===== src/rtl/matrix_control_pkg.sv =====
// Shared constants, select encodings and FSM state type for the alignment
// matrix controller and its per-PU decoder.
package design_variables;

  localparam int SEQ_LENGTH   = 32;
  localparam int LETTER_WIDTH = 2;
  localparam int NUM_PU       = 16;
  localparam int NUM_ROWS_PE  = 2;
  localparam int LETTER_SEL_W = $clog2(SEQ_LENGTH);
  localparam int PU_IDX_W     = $clog2(NUM_PU);
  localparam int STEP_W       = 5;

  localparam logic [STEP_W-1:0] LAST_STEP = 5'd30;

  typedef logic [1:0] sel_t;
  typedef logic [LETTER_SEL_W-1:0] letter_sel_t;

  // Score-source encodings: zero, same PU, neighbouring PU, alternate diagonal source
  localparam sel_t SEL_ZERO      = 2'd0;
  localparam sel_t SEL_SAME      = 2'd1;
  localparam sel_t SEL_NEIGHBOUR = 2'd2;
  localparam sel_t SEL_OTHER     = 2'd3;

  typedef enum logic [1:0] {IDLE, CALC, DONE} state_t;

endpackage


===== src/rtl/matrix_control_if.sv =====
// Bundle of start/sequence inputs and select/status outputs between the
// alignment controller and whatever drives it.
interface matrix_control_if;
  import design_variables::*;

  logic                                   start;
  logic [SEQ_LENGTH*LETTER_WIDTH-1:0]     query_in;
  logic [SEQ_LENGTH*LETTER_WIDTH-1:0]     database_in;
  logic [SEQ_LENGTH-1:0][LETTER_WIDTH-1:0] query_seq;
  logic [SEQ_LENGTH-1:0][LETTER_WIDTH-1:0] database_seq;
  sel_t [NUM_PU-2:0]                      top_sel;
  sel_t [NUM_PU-2:0]                      left_sel;
  sel_t [NUM_PU-2:0]                      diagonal_sel;
  logic [STEP_W-1:0]                      global_counter;
  letter_sel_t [NUM_PU-1:0][NUM_ROWS_PE-1:0] query_letter_sel;
  letter_sel_t [NUM_PU-1:0][NUM_ROWS_PE-1:0] database_letter_sel;
  logic                                   busy;
  logic                                   done;

  modport master (
    output start, query_in, database_in,
    input  query_seq, database_seq, top_sel, left_sel, diagonal_sel,
           global_counter, query_letter_sel, database_letter_sel, busy, done
  );

  modport slave (
    input  start, query_in, database_in,
    output query_seq, database_seq, top_sel, left_sel, diagonal_sel,
           global_counter, query_letter_sel, database_letter_sel, busy, done
  );

endinterface


===== src/rtl/matrix_control_pu_sel_decode.sv =====
// Combinational decode of one PU's score-source selects and letter indices
// for a given anti-diagonal step.
module pu_sel_decode
  import design_variables::*;
(
  input  logic [STEP_W-1:0]                  step,
  input  logic [PU_IDX_W-1:0]                pu_index,
  output sel_t                               top_sel,
  output sel_t                               left_sel,
  output sel_t                               diagonal_sel,
  output letter_sel_t [NUM_ROWS_PE-1:0]      query_letter_sel,
  output letter_sel_t [NUM_ROWS_PE-1:0]      database_letter_sel
);

  // Letter indices are always 2x a value mod 16, so only the low 4 bits of sums matter
  logic [PU_IDX_W-1:0] diff;
  logic [PU_IDX_W-1:0] sum;
  letter_sel_t         query_base;
  letter_sel_t         database_base;

  assign diff = step[PU_IDX_W-1:0] - pu_index;
  assign sum  = step[PU_IDX_W-1:0] + pu_index;

  // step[4] marks the second half of the sweep, where the band slides along the query
  always_comb begin
    query_base    = {pu_index, 1'b0};
    database_base = {diff, 1'b0};
    top_sel       = SEL_SAME;
    left_sel      = SEL_ZERO;
    diagonal_sel  = SEL_ZERO;
    if (step[STEP_W-1]) begin
      query_base    = {sum, 1'b0} - 5'd30;
      database_base = 5'd30 - {pu_index, 1'b0};
      top_sel       = SEL_NEIGHBOUR;
      left_sel      = (pu_index == '0) ? SEL_SAME : SEL_ZERO;
      if (step == 5'd16) begin
        diagonal_sel = SEL_SAME;
      end else begin
        diagonal_sel = (pu_index == '0) ? SEL_NEIGHBOUR : SEL_OTHER;
      end
    end else if (pu_index == '0) begin
      top_sel = (step == '0) ? SEL_ZERO : SEL_SAME;
    end else begin
      left_sel = SEL_SAME;
      if (step == {1'b0, pu_index}) begin
        top_sel      = SEL_ZERO;
        diagonal_sel = SEL_ZERO;
      end else begin
        top_sel      = SEL_SAME;
        diagonal_sel = SEL_NEIGHBOUR;
      end
    end
  end

  assign query_letter_sel[0]    = query_base;
  assign query_letter_sel[1]    = {query_base[LETTER_SEL_W-1:1], 1'b1};
  assign database_letter_sel[0] = database_base;
  assign database_letter_sel[1] = {database_base[LETTER_SEL_W-1:1], 1'b1};

endmodule


===== src/rtl/matrix_control.sv =====
// Sequencer for one 31-step anti-diagonal alignment pass; every output is
// registered from the next-state view so step 0 appears the cycle after start.
module matrix_control
  import design_variables::*;
(
  input  logic             clk,
  input  logic             rst,
  matrix_control_if.slave  bus
);

  state_t            state;
  state_t            next_state;
  logic [STEP_W-1:0] step;
  logic [STEP_W-1:0] next_step;

  sel_t [NUM_PU-1:0]                         dec_top;
  sel_t [NUM_PU-1:0]                         dec_left;
  sel_t [NUM_PU-1:0]                         dec_diag;
  letter_sel_t [NUM_PU-1:0][NUM_ROWS_PE-1:0] dec_query;
  letter_sel_t [NUM_PU-1:0][NUM_ROWS_PE-1:0] dec_database;
  logic                                      unused_last_pu;

  always_ff @(posedge clk) begin
    if (rst) begin
      state <= IDLE;
      step  <= '0;
    end else begin
      state <= next_state;
      step  <= next_step;
    end
  end

  always_comb begin
    next_state = state;
    next_step  = step;
    case (state)
      IDLE: begin
        if (bus.start) begin
          next_state = CALC;
          next_step  = '0;
        end
      end
      CALC: begin
        if (step == LAST_STEP) begin
          next_state = DONE;
          next_step  = '0;
        end else begin
          next_step = step + 5'd1;
        end
      end
      DONE: next_state = IDLE;
      default: begin
        next_state = IDLE;
        next_step  = '0;
      end
    endcase
  end

  // Decoders see the upcoming step so their result lands in the output register on time
  for (genvar g = 0; g < NUM_PU; g++) begin : g_decode
    pu_sel_decode u_decode (
      .step                (next_step),
      .pu_index            (PU_IDX_W'(g)),
      .top_sel             (dec_top[g]),
      .left_sel            (dec_left[g]),
      .diagonal_sel        (dec_diag[g]),
      .query_letter_sel    (dec_query[g]),
      .database_letter_sel (dec_database[g])
    );
  end

  // The last PU has no right-hand neighbour, so its score selects are not exported
  assign unused_last_pu = ^{dec_top[NUM_PU-1], dec_left[NUM_PU-1], dec_diag[NUM_PU-1]};

  always_ff @(posedge clk) begin
    if (rst) begin
      bus.busy                <= 1'b0;
      bus.done                <= 1'b0;
      bus.global_counter      <= '0;
      bus.top_sel             <= '0;
      bus.left_sel            <= '0;
      bus.diagonal_sel        <= '0;
      bus.query_letter_sel    <= '0;
      bus.database_letter_sel <= '0;
      bus.query_seq           <= '0;
      bus.database_seq        <= '0;
    end else begin
      bus.busy <= (next_state != IDLE);
      bus.done <= (next_state == DONE);
      if (next_state == CALC) begin
        bus.global_counter      <= next_step + 5'd1;
        bus.top_sel             <= dec_top[NUM_PU-2:0];
        bus.left_sel            <= dec_left[NUM_PU-2:0];
        bus.diagonal_sel        <= dec_diag[NUM_PU-2:0];
        bus.query_letter_sel    <= dec_query;
        bus.database_letter_sel <= dec_database;
      end else begin
        bus.global_counter      <= '0;
        bus.top_sel             <= '0;
        bus.left_sel            <= '0;
        bus.diagonal_sel        <= '0;
        bus.query_letter_sel    <= '0;
        bus.database_letter_sel <= '0;
      end
      if (state == IDLE && bus.start) begin
        bus.query_seq    <= bus.query_in;
        bus.database_seq <= bus.database_in;
      end
    end
  end

endmodule


===== src/flat_wrapper.sv =====
// flat-port wrapper written by rule: the top's interface ports become plain ports
module matrix_control_flat import design_variables::*;
  (clk, rst, bus_start, bus_query_in, bus_database_in, bus_query_seq, bus_database_seq, bus_top_sel, bus_left_sel, bus_diagonal_sel, bus_global_counter, bus_query_letter_sel, bus_database_letter_sel, bus_busy, bus_done);
  matrix_control_if bus_i ();
  input  logic clk;
  input  logic rst;
  input wire logic [$bits(bus_i.start)-1:0] bus_start;
  input wire logic [$bits(bus_i.query_in)-1:0] bus_query_in;
  input wire logic [$bits(bus_i.database_in)-1:0] bus_database_in;
  output wire logic [$bits(bus_i.query_seq)-1:0] bus_query_seq;
  output wire logic [$bits(bus_i.database_seq)-1:0] bus_database_seq;
  output wire logic [$bits(bus_i.top_sel)-1:0] bus_top_sel;
  output wire logic [$bits(bus_i.left_sel)-1:0] bus_left_sel;
  output wire logic [$bits(bus_i.diagonal_sel)-1:0] bus_diagonal_sel;
  output wire logic [$bits(bus_i.global_counter)-1:0] bus_global_counter;
  output wire logic [$bits(bus_i.query_letter_sel)-1:0] bus_query_letter_sel;
  output wire logic [$bits(bus_i.database_letter_sel)-1:0] bus_database_letter_sel;
  output wire logic [$bits(bus_i.busy)-1:0] bus_busy;
  output wire logic [$bits(bus_i.done)-1:0] bus_done;
  assign bus_i.start = bus_start;
  assign bus_i.query_in = bus_query_in;
  assign bus_i.database_in = bus_database_in;
  assign bus_query_seq = bus_i.query_seq;
  assign bus_database_seq = bus_i.database_seq;
  assign bus_top_sel = bus_i.top_sel;
  assign bus_left_sel = bus_i.left_sel;
  assign bus_diagonal_sel = bus_i.diagonal_sel;
  assign bus_global_counter = bus_i.global_counter;
  assign bus_query_letter_sel = bus_i.query_letter_sel;
  assign bus_database_letter_sel = bus_i.database_letter_sel;
  assign bus_busy = bus_i.busy;
  assign bus_done = bus_i.done;
  matrix_control u_core (.clk(clk), .rst(rst), .bus(bus_i));
endmodule

===== config.mk =====
export PLATFORM = sky130hd
export DESIGN_NAME = matrix_control_flat
export DESIGN_NICKNAME = d
export VERILOG_FILES = /design/src/rtl/matrix_control_pkg.sv /design/src/rtl/matrix_control_if.sv /design/src/rtl/matrix_control_pu_sel_decode.sv /design/src/rtl/matrix_control.sv /design/src/flat_wrapper.sv
export SDC_FILE = /design/constraint.sdc
export NUM_CORES = 1
export LEC_CHECK = 0
export BUFFER_PORTS_ARGS = -buffer_cell sky130_fd_sc_hd__buf_2
export CAP_MARGIN = 25
export CORE_AREA = 5 5 257 259
export CTS_CLUSTER_SIZE = 8
export DETAILED_ROUTE_END_ITERATION = 12
export DIE_AREA = 0 0 262 264
export PLACE_DENSITY = 0.44
export SETUP_SLACK_MARGIN = 0.2
export SYNTH_ARGS = -nofsm -noshare
export SYNTH_HDL_FRONTEND = slang
export SYNTH_SLANG_ARGS = --single-unit
export TNS_END_PERCENT = 100

===== constraint.sdc =====
create_clock -name clk -period 3.6 [get_ports clk]
set_input_delay 0.72 -clock clk [delete_from_list [all_inputs] [get_ports clk]]
set_output_delay 0.72 -clock clk [all_outputs]
set_load 0.03 [all_outputs]

# After elaboration in Yosys (flattened, before gate mapping)
# Index checks and enable logic that the tools add are counted.
[word_totals] out_inout_bits=545 register_bits=462 elab_cells=391 inputBits=131
[op_classes] n_reduce_logical=7 addsub=48 n_bitwise=2 eq_ne=20 muxes=102
[ops] op="2-to-1 mux 156 bit" count=2
[ops] op="2-to-1 mux 5 bit" count=34
[ops] op="2-to-1 mux 2 bit" count=47
[ops] op="subtractor 5 bit (second input constant)" count=16
[ops] op="== test 5 x 4 -> 1 bit (second input constant)" count=7
[ops] op="adder 4 bit (second input constant)" count=8
[ops] op="subtractor 4 bit (second input constant)" count=8
[ops] op="== test 5 x 3 -> 1 bit (second input constant)" count=4
[ops] op="2-to-1 mux 1 bit" count=17
[ops] op="adder 4 x 3 -> 4 bit (second input constant)" count=4
[ops] op="subtractor 4 x 3 -> 4 bit (second input constant)" count=4
[ops] op="one-hot mux 5 bit (3 select lines)" count=1
[ops] op="adder 5 x 1 -> 5 bit (second input constant)" count=2
[ops] op="== test 5 x 2 -> 1 bit (second input constant)" count=2
[ops] op="== test 5 bit (second input constant)" count=2
[ops] op="adder 4 x 2 -> 4 bit (second input constant)" count=2
[ops] op="subtractor 4 x 2 -> 4 bit (second input constant)" count=2
[ops] op="OR reduction 3 bit" count=2
[ops] op="== test 5 x 1 -> 1 bit (second input constant)" count=1
[ops] op="logical NOT 5 bit" count=1
[ops] op="adder 4 x 1 -> 4 bit (second input constant)" count=1
[ops] op="== test 2 x 1 -> 1 bit (second input constant)" count=2
[ops] op="== test 2 bit (second input constant)" count=2
[ops] op="one-hot mux 2 bit (2 select lines)" count=1
[ops] op="other kinds (6)" count=7

# Longest topological paths before layout
# Gate-level depths: netlist of the first run.
[depth] word_depth=7 ltp_mapped=12 depth_no_buf=11

# Modules after synthesis
# From an unflattened synthesis of the first run, not the netlist that was laid out.
[hier_totals] hier_cells=2581 hier_area_um2=24679.9
[modules_own_cells] mod="matrix_control" area_each_um2=16021.6 cells_per_inst=1493 seq_area_each_um2=11050.6 instances=1
[modules_own_cells] mod="pu_sel_decode (u_core.g_decode[0].u_decode ...)" area_each_um2=540.5 cells_per_inst=68 seq_area_each_um2=0.0 instances=15
[modules_own_cells] mod="pu_sel_decode (u_core.g_decode[8].u_decode)" area_each_um2=550.5 cells_per_inst=68 seq_area_each_um2=0.0 instances=1

# Worst setup path before layout of the first run
# Ideal clock, no wire load.
[synth_timing] path_type="in2reg" from="input bus_start" to="register u_core.bus.query_letter_sel[138] (netlist name)" cell_stages=12 path_buffers=2 setup_ns=0.115 path_slack_ns=0.792 t_arrival_ns=2.694 t_required_ns=3.485 path_cell_list="nor2b_1 -> clkbuf_2 -> nor2_1 -> nand2_1 -> o21a_1 -> inv_1 -> ha_1 -> clkbuf_1 -> nor3_1 -> nor2_1 -> xnor2_1 -> o21a_1"
[synth_via] elab_chain_len=5 elab_cells_between_ends=10 cone_classes="add/sub: 2; eq/ne: 1; mux: 5; bitwise: 1; reduce/logical: 1"
[synth_rtl] element="from (decl)" line="flat_wrapper.sv:7" text="input wire logic [$bits(bus_i.start)-1:0] bus_start;"
[synth_rtl] element="2-to-1 mux 5 bit" line="matrix_control.sv:38" text="if (bus.start) begin"
[synth_rtl] element="one-hot mux 5 bit (3 select lines)" line="matrix_control.sv:36" text="case (state)"
[synth_rtl] element="via u_core.g_decode[0].u_decode.diff[1]" line="matrix_control_pu_sel_decode.sv:16" text="logic [PU_IDX_W-1:0] diff;"
[synth_rtl] element="adder 4 bit" line="matrix_control_pu_sel_decode.sv:22" text="assign sum = step[PU_IDX_W-1:0] + pu_index;"
[synth_rtl] element="subtractor 5 bit" line="matrix_control_pu_sel_decode.sv:32" text="query_base = {sum, 1'b0} - 5'd30;"
[synth_rtl] element="2-to-1 mux 5 bit" line="matrix_control_pu_sel_decode.sv:31" text="if (step[STEP_W-1]) begin"
# The timed path passes the listed nets, and every way through them passes these cells.
# A chain may end at the register's enable or synchronous reset.

# Worst setup path in the final report of the first run
[layout_timing] from="register u_core.state[0]" to="register u_core.bus.query_letter_sel[19] (netlist name)"
[layout_via] elab_chain_len=5 elab_cells_between_ends=13 cone_classes="add/sub: 2; eq/ne: 3; mux: 5; bitwise: 1; reduce/logical: 2"
[layout_rtl] element="from (decl)" line="matrix_control.sv:11" text="state_t state;"
[layout_rtl] element="from (signal assigned)" line="matrix_control.sv:28" text="state <= next_state;"
[layout_rtl] element="== test 2 bit, or another cell as far along" line="matrix_control.sv:36"
[layout_rtl] element="one-hot mux 5 bit (3 select lines) (*)" line="matrix_control.sv:36"
[layout_rtl] element="via u_core.g_decode[0].u_decode.diff[2]" line="matrix_control_pu_sel_decode.sv:16"
[layout_rtl] element="adder 4 x 1 -> 4 bit (*)" line="matrix_control_pu_sel_decode.sv:22"
[layout_rtl] element="subtractor 5 bit (*)" line="matrix_control_pu_sel_decode.sv:32"
[layout_rtl] element="2-to-1 mux 5 bit (*)" line="matrix_control_pu_sel_decode.sv:31"
# The timed path passes the listed nets; every way through them passes the cells marked *.

==> impl_metrics.csv, run 1 <==
group,metric,value,unit
critical_path,cp-end-kind,"register",
synth,seq_area_frac_synth,0.4499,
route,ant_nets,0,
timing,drv_slew,0,
timing,finalCriticalPeriod,3017,ps
critical_path,ff2ff_path_depth,11,
layout,finish.utilization,0.2104,
critical_path,cp-start-kind,"register",
critical_path,cp_cell_sequence,"nand2b_4 -> nor4_2 -> buf_4 -> nor2_1 -> buf_4 -> inv_1 -> ha_1 -> a21boi_0 -> o21ai_2 -> xnor2_1 -> and2_1",
route,routed_wl,39.38,mm
floorplanning,fp.dieH,264,µm
layout,antennaDiodeCount,0,
run_status,status,"finished clean",
worst_hold_path,hold_depth,3,
timing,period_share,0.8381,
timing,rsz0062_at_grt,"false",
cts,cts_max_level,2,
route,drc,0,
layout,syn_to_final_growth,27.51,%
floorplanning,rows,93,
route,vias_per_cell,3.608,
critical_path,critPathBufInv,3,
cts,post_cts_buffers,0,
synth,async_flop_share,0,
critical_path,r2r_slack,580,ps
synth,synth_top_area_frac,0.4499,
timing,fmaxAchievable,0.3314,GHz
critical_path,arrival,3420,ps
critical_path,crit_required,4000,ps
power_and_ir_drop,ir_drop,0.3259,mV
synth,synth_cells,1222,
synth,avgSynthCellArea,8.594,µm²
global_routing,gr-total-overflow,0,
cts,hold_buffers,0,
global_routing,grt_start_max_net_pins,130,
synth,syn_area,0.01050,mm²
critical_path,cp_max_fo,11,
cts,clock_latency,520,ps
timing,timing.slew.headroom,0.3701,
critical_path,crit_type,"register to register",
timing,finalHoldViolations,0,
critical_path,critPathTopFamily,"simple AND/OR/NAND/NOR gates",
timing,worst_pin_slew,943.6,ps
floorplanning,core_area,0.06365,mm²
placed_design,place.gp.congestion,0.7735,
cts,cts.repair.resized,0,
timing,worst_slack,582.9,ps
route,wire_per_inst,16.21,µm
job,maxCapViolCount,0,
cts,cts_buffer_depth,3,
floorplanning,dieArea,0.06917,mm²
synth,ys.flop_type,"dfxtp_1",
global_routing,grt_pass1_vias,8607,
power_and_ir_drop,p_per_area,559.9,mW/mm²
layout,layout_commonest_cell,"buf_2",
critical_path,path_common_cell,"buf_4",
synth,ys_seq_elements,236,
placed_design,place_ws,505.4,ps
placed_design,portBuffers,628,
timing,whs,437.8,ps
global_routing,gr-usage-all-layers,0.1048,
floorplanning,io_pins,676,
floorplanning,die_w,262,µm
cts,clk_pin_slew,50,ps
cts,cts_buffers,36,
floorplanning,start_util,0.1650,
placed_design,dp_hpwl,30.14,mm
synth,ys_warn_count,0,
timing,setup-violations-final,0,
power_and_ir_drop,cellLeakagePower,0.006955,µW
cts,cts_tree,"yes",
global_routing,antenna_found_initial,2,
cts,clock-sinks,236,
synth,synth_top_area_cell,"dfxtp_1",
cts,cts_root_buf,"clkbuf_16",
timing,clock_skew,22.75,ps
worst_hold_path,hold_class,"input pin to register",
route,drt_iter0_drc,246,
global_routing,grt_pass1_wl,56.13,mm
synth,ys_top_cells_by_area,"dfxtp_1, buf_4, nand2_1",
layout,final_cell_mix,"buf_2, nand2_1, dfxtp_1, a21oi_1, conb_1",
critical_path,max_stage_delay,640,ps
critical_path,critical_path.slowest_cell,"dfxtp_1",
timing,setup-tns-final,0,ps
layout,drive_gt1_frac,0.4552,
synth,synth_edf_count,0,
synth,yosysUniqueCellTypes,55,
critical_path,cp.depth,11,
route,drt_first_pass_iters,4,
layout,fin_nets,1717,
route,vias,8767,
[cells in the mapped netlist (3+ instances only)]
cell type and n:
a21oi_1 176, a31oi_1 9, and2_1 6, and3_1 4, buf_2 3, buf_4 318
buf_6 6, clkbuf_1 52, dfxtp_1 236, ha_1 17, inv_1 10, mux2_2 3
mux2_4 3, nand2_1 267, nand2b_1 3, nor2_1 44, nor2b_1 5, xnor2_1 7
xnor2_2 4, xor2_1 4
[tightest hold or removal path, stage by stage]
cell	delay [ps]
buf_2	100
nand2_1	40
a21oi_1	50
[final timing paths]
check                                             start                                    endpoint
hold reg to reg   u_core.bus.query_seq[37]$_SDFFE_PP0P_       u_core.bus.query_seq[37]$_SDFFE_PP0P_
setup / recovery             u_core.state[0]$_SDFF_PP0_  u_core.bus.query_letter_sel[19]$_SDFF_PP0_
hold / removal                      bus_database_in[28]    u_core.bus.database_seq[28]$_SDFFE_PP0P_
setup reg to reg             u_core.state[0]$_SDFF_PP0_  u_core.bus.query_letter_sel[19]$_SDFF_PP0_
[flip-flops by register name, indices dropped and copies added (netlist names), 2 cells and up]
name,flops
u_core.bus.database_seq,64
u_core.bus.query_seq,64
u_core.bus.query_letter_sel,31
u_core.bus.database_letter_sel,30
u_core.bus.diagonal_sel,17
u_core.bus.top_sel,15
u_core.bus.global_counter,5
u_core.step,5
u_core.state,2
[routing by layer]
layer	vias up	global-route usage	part of all wire
met5	-	0	0.00018
met4	2	0.03010	0.024
met3	55	0.03584	0.10
met2	472	0.1958	0.51
met1	4031	0.1108	0.36
li1	4207	-	-
[report_power, final]
part,switching (µW),internal [µW]
clock network,1190,1910
logic,1120,377
registers,123,2770
total,2430,5070
[logic make-up (layout without fill, tap and decap cells)]
logic type	count (synthesis)	after routing	share of synthesized area
xor+xnor	15	15	0.01537
other cells	1	47	0.0003571
mux	7	7	0.009650
buf+inv	395	702	0.2597
fa+ha+maj	17	17	0.02025
flops	236	236	0.4499
simple gates	344	344	0.1332
compound gates	207	207	0.1115
[final cells by class]
cell class / count / area [µm²]
repair buffers: 645 / 3298
multi-input cells: 637 / 3246
clock buffers: 44 / 1002
fillers: 7151 / 50260
well taps: 855 / 1070
flip-flops and latches: 236 / 4725
inverters: 13 / 50.05
[metrics by stage]
step,cell area [µm²],instances,power (µW)
final,13390,2430,7497
after global routing,13390,2430,7836
after CTS,13390,2430,7650
after detailed placement,12390,2386,4471
after global placement,12390,2386,4467
after floorplan,10670,1268,4173
Note: power is estimated with default switching activity, not from simulation.
==> inputs of run 2 (changes only) <==
==> constraint.sdc (replaced) <==
create_clock -name clk -period 3 [get_ports clk]
set_input_delay 0.6 -clock clk [delete_from_list [all_inputs] [get_ports clk]]
set_output_delay 0.6 -clock clk [all_outputs]
set_load 0.03 [all_outputs]
==> impl_metrics.csv, run 2 (synthesis results as in run 1) <==
group,metric,value,unit
run_status,status,"finished clean",
route,drt_first_pass_iters,4,
floorplanning,io_pins,676,
layout,layout_commonest_cell,"buf_2",
cts,cts_buffer_depth,3,
route,ant_nets,0,
timing,setup-violations-final,0,
layout,reg_top3,"u_core.bus.database_seq: 64 flops, u_core.bus.query_seq: 64 flops, u_core.bus.query_letter_sel: 31 flops",
cts,cts_root_buf,"clkbuf_16",
layout,fin_nets,1732,
route,drc,0,
timing,drv_slew,0,
layout,finish.utilization,0.2123,
route,vias,8830,
global_routing,grt_pass1_wl,55.70,mm
timing,setup-tns-final,0,ps
timing,worst_pin_slew,786.9,ps
floorplanning,die_w,262,µm
floorplanning,core_area,0.06365,mm²
layout,final_cells,2446,
global_routing,grt_pass1_vias,8744,
layout,syn_to_final_growth,28.70,%
placed_design,dp_cells,2399,
floorplanning,rows,93,
critical_path,cp_max_fo,9,
timing,timing.slew.headroom,0.4754,
route,drt_iter0_drc,367,
route,wire_per_inst,16.15,µm
layout,final_cell_mix,"buf_2, nand2_1, dfxtp_1, a21oi_1, conb_1",
global_routing,antenna_found_initial,1,
timing,clock_skew,11.72,ps
placed_design,dp_hpwl,30.33,mm
critical_path,crit_type,"register to register",
placed_design,portBuffers,628,
power_and_ir_drop,p_per_area,661.1,mW/mm²
power_and_ir_drop,cellLeakagePower,0.007027,µW
cts,cts_max_level,2,
route,vias_per_cell,3.610,
global_routing,gr-usage-all-layers,0.1044,
cts,cts_tree,"yes",
critical_path,crit_required,3400,ps
critical_path,cp-end-kind,"register",
critical_path,cp-start-kind,"register",
cts,clock_latency,510,ps
timing,period_share,0.8918,
worst_hold_path,hold_class,"input pin to register",
layout,antennaDiodeCount,0,
route,routed_wl,39.49,mm
floorplanning,fp.dieH,264,µm
global_routing,grt_start_max_net_pins,130,
floorplanning,start_util,0.1650,
cts,clk_pin_slew,50,ps
layout,drive_gt1_frac,0.4620,
power_and_ir_drop,ir_drop,0.3371,mV
timing,rsz0062_at_grt,"false",
timing,finalCriticalPeriod,2675,ps
cts,hold_buffers,0,
layout,nFillCells,7119,
floorplanning,dieArea,0.06917,mm²
cts,clock-sinks,236,
job,maxCapViolCount,0,
critical_path,arrival,3070,ps
cts,cts_buffers,36,
placed_design,place.gp.congestion,0.8026,
timing,finalHoldViolations,0,
global_routing,gr-total-overflow,0,
timing,fmaxAchievable,0.3738,GHz
-- run 2: changes by cell type in the layout (fill, tap and decap cells not counted), sizes merged --
cell / delta
buf: +15
clkinv: +1
-- run 2: worst max-delay path: stages, from the launching register on --
cell	delay, ps
dfxtp_1	320
inv_1	50
ha_2	180
and4_4	210
or2_4	230
o21a_1	200
buf_6	140
ha_1	190
or3_4	410
a211o_1	300
xor2_2	160
and2_1	160
-- run 2: through the flow --
step	area, µm²	hold slack, ps	total power, µW	setup slack [ps]
5_1_grt	13520	287.5	9370	209.5
3_5_place_dp	12500	443.0	5384	231.3
6_report	13520	323.4	8936	324.7
4_1_cts	13480	269.0	9128	222.7
2_1_floorplan	10670	511.6	5007	272.5
3_3_place_gp	12500	439.4	5379	240.9
-- run 2: layout make-up --
class                   instances  area [µm²]  area share
multi-input cells             637        3267      0.2417
clock buffers                  44       972.2     0.07193
flip-flops and latches        236        4725      0.3496
well taps                     855        1070     0.07915
inverters                      13       50.05    0.003703
repair buffers                660        3427      0.2536
clock inverters                 1       5.005   0.0003703
-- run 2: layer usage --
layer | vias to the layer above | wire [µm] | part of all wire | global-route usage
li1 | 4235 | - | - | -
met1 | 4071 | 13940 | 0.35 | 0.1080
met2 | 468 | 20070 | 0.51 | 0.1929
met3 | 56 | 4357 | 0.11 | 0.03861
met4 | 0 | 1132 | 0.029 | 0.03504
met5 | - | 0 | 0 | 0
-- run 2: final timing paths --
path | start | to | slack [ps] | depth (start not counted)
setup / recovery | u_core.step[0]$_SDFF_PP0_ | u_core.bus.query_letter_sel[39]$_SDFF_PP0_ | 320 | 11
hold / removal | bus_query_in[15] | u_core.bus.query_seq[15]$_SDFFE_PP0P_ | 320 | 3
setup reg to reg | u_core.step[0]$_SDFF_PP0_ | u_core.bus.query_letter_sel[39]$_SDFF_PP0_ | 320 | 11
hold reg to reg | u_core.bus.query_seq[59]$_SDFFE_PP0P_ | u_core.bus.query_seq[59]$_SDFFE_PP0P_ | 450 | 2
-- run 2: power by group --
| part | switching (µW) | internal, µW | total, µW |
|---|---|---|---|
| Clock | 1410 | 2230 | 3640 |
| Sequential | 132 | 3330 | 3460 |
| Combinational | 1360 | 471 | 1840 |
| Total | 2900 | 6030 | 8940 |
-- run 2: timing repair --
item,4_1_cts,5_1_grt
setup endpoints to repair,0,4
gates resized for setup,0,6
hold endpoints to repair,0,0
setup buffers,0,2
